File: src/rtl/modulo_subtraction.sv
// Three-stage pipelined modulo-2^WIDTH subtractor with valid/ready flow control
// and a sideband tag. Inverse of the SNOW 2.0 pipelined modulo adder.
module modulo_subtraction #(
    parameter int unsigned WIDTH = 32,
    parameter int unsigned TAG_W = 4
) (
    input  logic             clk,
    input  logic             rst,
    input  logic             in_valid,
    output logic             in_ready,
    input  logic [WIDTH-1:0] a,
    input  logic [WIDTH-1:0] b,
    input  logic [TAG_W-1:0] in_tag,
    output logic             out_valid,
    input  logic             out_ready,
    output logic [WIDTH-1:0] diff,
    output logic             borrow,
    output logic [TAG_W-1:0] out_tag
);

    localparam int unsigned DW = WIDTH + 1;

    logic             adv;
    logic             s1_valid;
    logic [WIDTH-1:0] s1_a;
    logic [WIDTH-1:0] s1_b;
    logic [TAG_W-1:0] s1_tag;
    logic             s2_valid;
    logic [DW-1:0]    s2_diff;
    logic [TAG_W-1:0] s2_tag;
    logic [DW-1:0]    s1_diff_c;

    // Global enable: every stage moves together unless the output is stalled.
    assign adv      = !out_valid || out_ready;
    assign in_ready = adv;

    // Zero-extended subtraction; the extra MSB is the borrow out.
    always_comb begin
        s1_diff_c = {1'b0, s1_a} - {1'b0, s1_b};
    end

    // S1: operand capture; a bubble enters when nothing is accepted.
    always_ff @(posedge clk) begin
        if (rst) begin
            s1_valid <= 1'b0;
            s1_a     <= '0;
            s1_b     <= '0;
            s1_tag   <= '0;
        end else if (adv) begin
            s1_valid <= in_valid;
            s1_a     <= a;
            s1_b     <= b;
            s1_tag   <= in_tag;
        end
    end

    // S2: registered {borrow, diff}.
    always_ff @(posedge clk) begin
        if (rst) begin
            s2_valid <= 1'b0;
            s2_diff  <= '0;
            s2_tag   <= '0;
        end else if (adv) begin
            s2_valid <= s1_valid;
            s2_diff  <= s1_diff_c;
            s2_tag   <= s1_tag;
        end
    end

    // S3: output register, held stable while the consumer stalls.
    always_ff @(posedge clk) begin
        if (rst) begin
            out_valid <= 1'b0;
            diff      <= '0;
            borrow    <= 1'b0;
            out_tag   <= '0;
        end else if (adv) begin
            out_valid <= s2_valid;
            diff      <= s2_diff[WIDTH-1:0];
            borrow    <= s2_diff[DW-1];
            out_tag   <= s2_tag;
        end
    end

endmodule

File: config.mk
export PLATFORM = sky130hd
export DESIGN_NAME = modulo_subtraction
export DESIGN_NICKNAME = d
export VERILOG_FILES = /design/src/rtl/modulo_subtraction.sv
export SDC_FILE = /design/constraint.sdc
export NUM_CORES = 1
export LEC_CHECK = 0
export ABC_CLOCK_PERIOD_IN_PS = 2200
export BUFFER_PORTS_ARGS = -buffer_cell sky130_fd_sc_hd__buf_2
export CORE_ASPECT_RATIO = 0.7
export CORE_UTILIZATION = 51
export DETAILED_ROUTE_END_ITERATION = 7
export GPL_ROUTABILITY_DRIVEN = 1
export GPL_TIMING_DRIVEN = 0
export PLACE_DENSITY = 0.76
export SYNTH_ARGS = -nofsm -noshare
export SYNTH_HDL_FRONTEND = slang
export SYNTH_SLANG_ARGS = --single-unit
export TNS_END_PERCENT = 100
File: constraint.sdc
create_clock -name clk -period 2.2 [get_ports clk]
set_input_delay 0.44 -clock clk [delete_from_list [all_inputs] [get_ports clk]]
set_output_delay 0.44 -clock clk [all_outputs]
set_load 0.1 [all_outputs]
==> results of run 1 <==
==> synthesized netlist by cell type (2+ instances only) <==
master | count | area share
xor2_1 | 11 | 0.014
and3_1 | 3 | 0.0028
nor2b_1 | 4 | 0.0037
nand4_1 | 2 | 0.0019
nor3_1 | 3 | 0.0022
o21bai_1 | 5 | 0.0056
a31oi_1 | 3 | 0.0028
o31ai_1 | 2 | 0.0022
nand3_1 | 11 | 0.0082
nand2b_1 | 5 | 0.0047
o211ai_1 | 5 | 0.0056
ha_1 | 32 | 0.060
nor4_1 | 2 | 0.0019
or3_1 | 3 | 0.0028
a211oi_1 | 7 | 0.0078
xnor2_1 | 12 | 0.016
a221oi_1 | 3 | 0.0039
dfxtp_1 | 145 | 0.43
o21ba_1 | 2 | 0.0030
nand2_1 | 281 | 0.16
o21ai_0 | 9 | 0.0067
buf_1 | 7 | 0.0039
a21o_1 | 14 | 0.016
nor2_1 | 28 | 0.016
mux2i_1 | 2 | 0.0030
a21oi_1 | 150 | 0.11
nand3b_1 | 2 | 0.0022
a41oi_1 | 2 | 0.0026
o21ai_1 | 18 | 0.013
inv_1 | 41 | 0.023
clkbuf_1 | 43 | 0.024
o21a_1 | 3 | 0.0034
a32oi_1 | 2 | 0.0026
==> per-stage QoR <==
step / instance area [sq um] / TNS [ps] / hold WS [ps] / std cells
2_1_floorplan: 6770 / -8.994 / 425.6 / 883
3_3_place_gp: 7518 / -3795 / 435.7 / 1154
3_5_place_dp: 7518 / -5779 / 441.3 / 1154
4_1_cts: 8578 / -1880 / 247.7 / 1200
5_1_grt: 8795 / -2989 / 257.6 / 1205
6_report: 8795 / -1870 / 246.2 / 1205
==> critical path, stage by stage, from the launching register on <==
cell and delay [ps]:
dfxtp_2 330, inv_2 40, ha_4 220, o21a_1 170
o211ai_1 250, buf_4 190, a21oi_4 40, o211ai_1 320
nand3_1 130, o211ai_1 190, mux2_1 350, o22ai_1 110
==> how the worst max path moves through the flow <==
stage / from / endpoint / slack [ps]
after floorplan: s1_b[1] / s2_diff[31] / -9
after global placement: out_ready / in_ready / -370
after detailed placement: s1_b[1] / s2_diff[31] / -370
after CTS: s1_b[2] / s2_diff[31] / -290
after global routing: s1_b[14] / s2_diff[29] / -360
final: s1_b[5] / s2_diff[25] / -220
==> logic make-up (layout without fill, tap and decap cells) <==
family / after synthesis / in the layout / synth area share
AND/OR/NAND/NOR: 350 / 350 / 0.2109
AO/OA/AOI/OAI: 236 / 236 / 0.2053
XOR/XNOR: 23 / 23 / 0.02999
multiplexers: 3 / 3 / 0.004657
buffers and inverters: 93 / 253 / 0.05440
adder cells (fa/ha/maj): 33 / 33 / 0.06259
flip-flops: 145 / 145 / 0.4322
==> layout make-up <==
class | count | area [sq um] | area share
Inverter | 42 | 160.2 | 0.01821
Buffer | 48 | 221.5 | 0.02518
Sequential cell | 145 | 2918 | 0.3318
Multi-Input combinational cell | 645 | 3953 | 0.4494
Tap cell | 162 | 202.7 | 0.02305
Clock inverter | 15 | 177.7 | 0.02020
Timing Repair Buffer | 131 | 737.0 | 0.08380
Clock buffer | 17 | 425.4 | 0.04837
==> routing by layer <==
metal	wire length (um)	track usage
met2	8866	0.4476
met5	0	0
met4	423	0.09573
met3	1610	0.05640
met1	9457	0.4206
==> power by group through the flow <==
stage / registers [mW] / clock network [mW] / logic [mW]
floorplan: 3.50 / 0 / 0.860
global placement: 3.07 / 0 / 1.66
detailed placement: 3.08 / 0 / 1.68
CTS: 3.03 / 2.95 / 1.86
global route: 3.06 / 3.08 / 2.16
finish: 3.04 / 2.95 / 2.03
==> flip-flops by register name (all words and copies together) (netlist names) <==
register,count
s2_diff,33
diff,32
s1_a,32
s1_b,32
out_tag,4
s1_tag,4
s2_tag,4
borrow,1
out_valid,1
s1_valid,1
s2_valid,1
==> what timing repair did <==
item,CTS,global route
setup endpoints to repair,21,23
gates resized for setup,70,50
hold buffers,0,0
pin swaps,33,31
setup buffers,15,8
hold endpoints to repair,0,0
==> flow_metrics.tcl, run 1 <==
set metrics [dict create \
    fmax_mhz 412.8 \
    via_count 6699 \
    ys_seq_area_frac 0.4322 \
    crit_path_max_fanout 4 \
    setup_viol 14 \
    status "finished, violations left" \
    period_needed_ps 2422 \
    violations "design-rule violations, negative setup slack" \
    final-hold-violation-count 0 \
    swShare 0.3419 \
    rrSetupSlack_ps -220 \
    hold_end "s1_b[29]" \
    grt_pass1_vias 6198 \
    drt.antenna.violating_nets 0 \
    port_buffers 109 \
    synth_cells 883 \
    cp.arrival_ps 2760 \
    drive_gt1_frac 0.2522 \
    cts_max_path_buffers 2 \
    rsz0062_at_grt "true" \
    p_per_area_nw_per_um2 911.1 \
    vias_per_cell 5.559 \
    wl_um 20360 \
    drt_iter0_markers 662 \
    slew_headroom 0.4622 \
    syn_avg_cell_area_sq_um 7.606 \
    post-route-worst-setup-slack_ps -222.2 \
    post-dp-hpwl_um 13420 \
    ys_ff_latch 145 \
    ys_async_sr_fraction 0 \
    syn_nets 988 \
    synth_area_sq_um 6716 \
    clk_pin_slew_ps 70 \
    die_h_um 98.02 \
    share_comb_of_total_power 0.253 \
    grt_pass1_wl_um 31340 \
    finClkSkew_ps 12.65 \
    worstSetupPathType "flop to flop" \
    gp_congestion 0.9206 \
    final_cell_mix "nand2_1, a21oi_1, dfxtp_1, buf_2, clkbuf_1" \
    clock_sinks 145 \
    r2r-start "s1_b[5]" \
    antenna_found_initial 0 \
    pre_cts_ws_ps -368.2 \
    start_kind "flop" \
    cts_root_buf "clkbuf_16" \
    boundaryPins 111 \
    grt_use_total 0.2946 \
    gr-total-overflow 0 \
    yosys_most_used_dff "dfxtp_1" \
    hold_depth 3 \
    synth_edf_count 0 \
    syn_to_final_growth_pct 30.94 \
    finalPower_mw 8.013 \
    worst_pin_slew_ps 806.6 \
    cts_buffers 17 \
    intPower_mw 5.273 \
    final_common_cell "nand2_1" \
    start_util 0.5316 \
    htreeDepth 4 \
    crit_required_ps 2540 \
    min-delay-start "b[29]" \
    grt_max_degree 17 \
    dieArea_sq_um 13640 \
    pwr-share-clk 0.368 \
    fill_cells 1076 \
    ir_drop_uv 585.9 \
    cap_violations 0 \
    die_w_um 139.2 \
    hold_class "input port to flop" \
    worstRegToRegCells 11 \
    final_nets 1135 \
    critPathCaptureType "flop" \
    leakagePower_nw 3.864 \
    final_max_slew_viol_count 0 \
    route.detailed.drc 9 \
    yosysUniqueCellTypes 54 \
    rows 34 \
    r2r-end "s2_diff[25]" \
    seqPwrFrac 0.379 \
    cts_tree "done" \
    coreArea_sq_um 12630 \
    drt_pre_antenna_iters 8 \
    p_sw_mw 2.739 \
    final_util 0.6961 \
    yosys_warnings 0 \
    post-route-period-util 1.101 \
    diodes 0 \
    clkLatencyLatePin_ps 430 \
    routedWlPerCell_um 16.89 \
]
Note: power is estimated with default switching activity, not from simulation.
==> run 2: changes to the inputs <==
--- a/config.mk
+++ b/config.mk
@@ -13,6 +13,7 @@
 export GPL_ROUTABILITY_DRIVEN = 1
 export GPL_TIMING_DRIVEN = 0
 export PLACE_DENSITY = 0.76
+export REMOVE_ABC_BUFFERS = 1
 export SYNTH_ARGS = -nofsm -noshare
 export SYNTH_HDL_FRONTEND = slang
 export SYNTH_SLANG_ARGS = --single-unit
==> run 2 against run 1 <==
Against the previous run:
- the flow still finishes with violations (design-rule violations, negative setup slack)
- largest power group is now clock
- via count is 5.3% lower
- hold slack gained 5.4 ps
- largest cell class unchanged
- count of clock-buffer cells in the layout is 4 higher
- highest routed layer unchanged
==> flow_metrics.tcl, run 2 (synthesis gave the netlist of run 1 again) <==
set metrics [dict create \
    status "finished, violations left" \
    violations "design-rule violations, negative setup slack" \
    wl_met1_um 8445 \
    critPathCaptureType "flop" \
    start_kind "flop" \
    cts_max_path_buffers 2 \
    boundaryPins 111 \
    start_util 0.5316 \
    crit_required_ps 2500 \
    r2r-end "s2_diff[29]" \
    critical-path-top-delay-family "compound AO/OA/AOI/OAI gates" \
    dieArea_sq_um 13640 \
    wl_um 17350 \
    cap_violations 0 \
    endpoint "s2_diff[29]" \
    cp_num_buf_inv 3 \
    final_common_cell "nand2_1" \
    rows 34 \
    die_w_um 139.2 \
    drt_iter0_markers 481 \
    route.detailed.drc 4 \
    cts_buffers 17 \
    crit_chain "inv_1 -> ha_4 -> o211a_1 -> o31ai_4 -> a211oi_2 -> o211ai_1 -> buf_4 -> a2111oi_4 -> buf_4 -> o21ai_2 -> xor2_1 -> o21ai_1" \
    htreeDepth 4 \
    intPower_mw 5.670 \
    slowest_delay_ps 340 \
    path_depth 12 \
    met3_length_um 1133 \
    crit_path_max_fanout 3 \
    via_count 6341 \
    drt.antenna.violating_nets 0 \
    period_needed_ps 2515 \
    worst_path_most_repeated_cell "buf_4" \
    r2r-start "s1_b[3]" \
    leakagePower_nw 3.889 \
    worstRegToRegCells 12 \
    pwr-share-clk 0.392 \
    post-route-period-util 1.143 \
    post-route-worst-setup-slack_ps -315.1 \
    slew_headroom 0.5337 \
    ir_drop_uv 603.3 \
    rrSetupSlack_ps -320 \
    drive_gt1_frac 0.2550 \
    grt_use_total 0.2543 \
    rsz0062_at_grt "true" \
    top_register "s2_diff" \
    swShare 0.3047 \
    cts_tree "done" \
    hold_class "input port to flop" \
    port_buffers 110 \
    clk_pin_slew_ps 60 \
    final_max_slew_viol_count 0 \
    p_per_area_nw_per_um2 935.0 \
    final_cell_mix "nand2_1, a21oi_1, dfxtp_1, buf_2, inv_1" \
    post-dp-hpwl_um 10270 \
    top_layer "met4" \
    startpoint "s1_b[3]" \
    vias_per_cell 5.457 \
    finalPower_mw 8.155 \
    grt_pass1_wl_um 27810 \
    cp.arrival_ps 2820 \
    gp_congestion 0.9224 \
    grt_pass1_vias 5765 \
    clkLatencyLatePin_ps 420 \
    setup_viol 13 \
    fmax_mhz 397.6 \
    ctsHoldBuffers 0 \
    final_nets 1094 \
    wl_met2_um 7519 \
    drt_pre_antenna_iters 7 \
    coreArea_sq_um 12630 \
    worst_pin_slew_ps 699.5 \
    largest_register_ffs 33 \
    finClkSkew_ps 9.547 \
    routedWlPerCell_um 14.93 \
    seqPwrFrac 0.369 \
    cp_slowest_cell "dfxtp_2" \
    worstSetupPathType "flop to flop" \
    share_comb_of_total_power 0.239 \
    p_sw_mw 2.485 \
    dp_cells 1109 \
    antenna_found_initial 0 \
    diodes 0 \
    gr-total-overflow 0 \
    final_cells 1162 \
    syn_to_final_growth_pct 29.86 \
    final-hold-violation-count 0 \
    grt_max_degree 71 \
    die_h_um 98.02 \
    cts_root_buf "clkbuf_16" \
    clock_sinks 145 \
]
run 2: layer usage:
| layer | GRT usage | vias to the layer above |
|---|---|---|
| met3 | 0.05542 | 27 |
| met5 | 0 | - |
| met4 | 0.07607 | 0 |
| li1 | - | 3162 |
| met2 | 0.3792 | 207 |
| met1 | 0.3667 | 2945 |
run 2: worst min-delay path by stage:
stage | from | end | slack (ps) | depth (start not counted)
after floorplan | s2_diff[22] | s2_diff[22] | 430 | 2
after global placement | s2_diff[14] | s2_diff[14] | 430 | 2
after detailed placement | borrow | borrow | 440 | 2
after CTS | b[4] | s1_b[4] | 250 | 3
after global routing | a[27] | s1_a[27] | 250 | 3
final | b[4] | s1_b[4] | 250 | 3
run 2: worst min-delay path, stage by stage:
cell and delay, ps:
buf_2 90, nand2_1 40, a21oi_1 50
run 2: per-stage QoR:
step	hold WS (ps)	setup TNS [ps]	utilization	area [sq um]	setup slack [ps]
3_5_place_dp	440.1	-11210	0.5849	7390	-788.7
6_report	251.6	-1854	0.6903	8722	-315.1
2_1_floorplan	425.6	-981040	-	6509	-7599
4_1_cts	245.1	-1231	0.6731	8504	-153.3
5_1_grt	253.2	-3243	0.6903	8722	-365.0
3_3_place_gp	433.4	-1546140	0.5748	7262	-12140
run 2: power by group through the flow:
stage,Combinational (mW),Sequential [mW],Clock [mW]
floorplan,0.800,3.50,0
detailed placement,1.63,3.05,0
global route,2.08,3.04,3.36
global placement,1.62,3.05,0
CTS,1.80,3.01,3.23
finish,1.95,3.01,3.19
run 2: cell type report:
cell class                 instances  area (sq um)
fill                            1039          3913
clock buffer                      21         480.5
clock inverter                     9         177.7
inverter                          42         165.2
tap                              162         202.7
multi-input combinational        646          3909
sequential                       145          2915
timing repair buffer             137         872.1
run 2: repair_timing:
action / 4_1_cts / 5_1_grt
cloned: 2 / 0
endpoints found under the setup margin: 23 / 19
pin swaps: 31 / 24
setup buffers: 14 / 8
gates resized for setup: 63 / 41
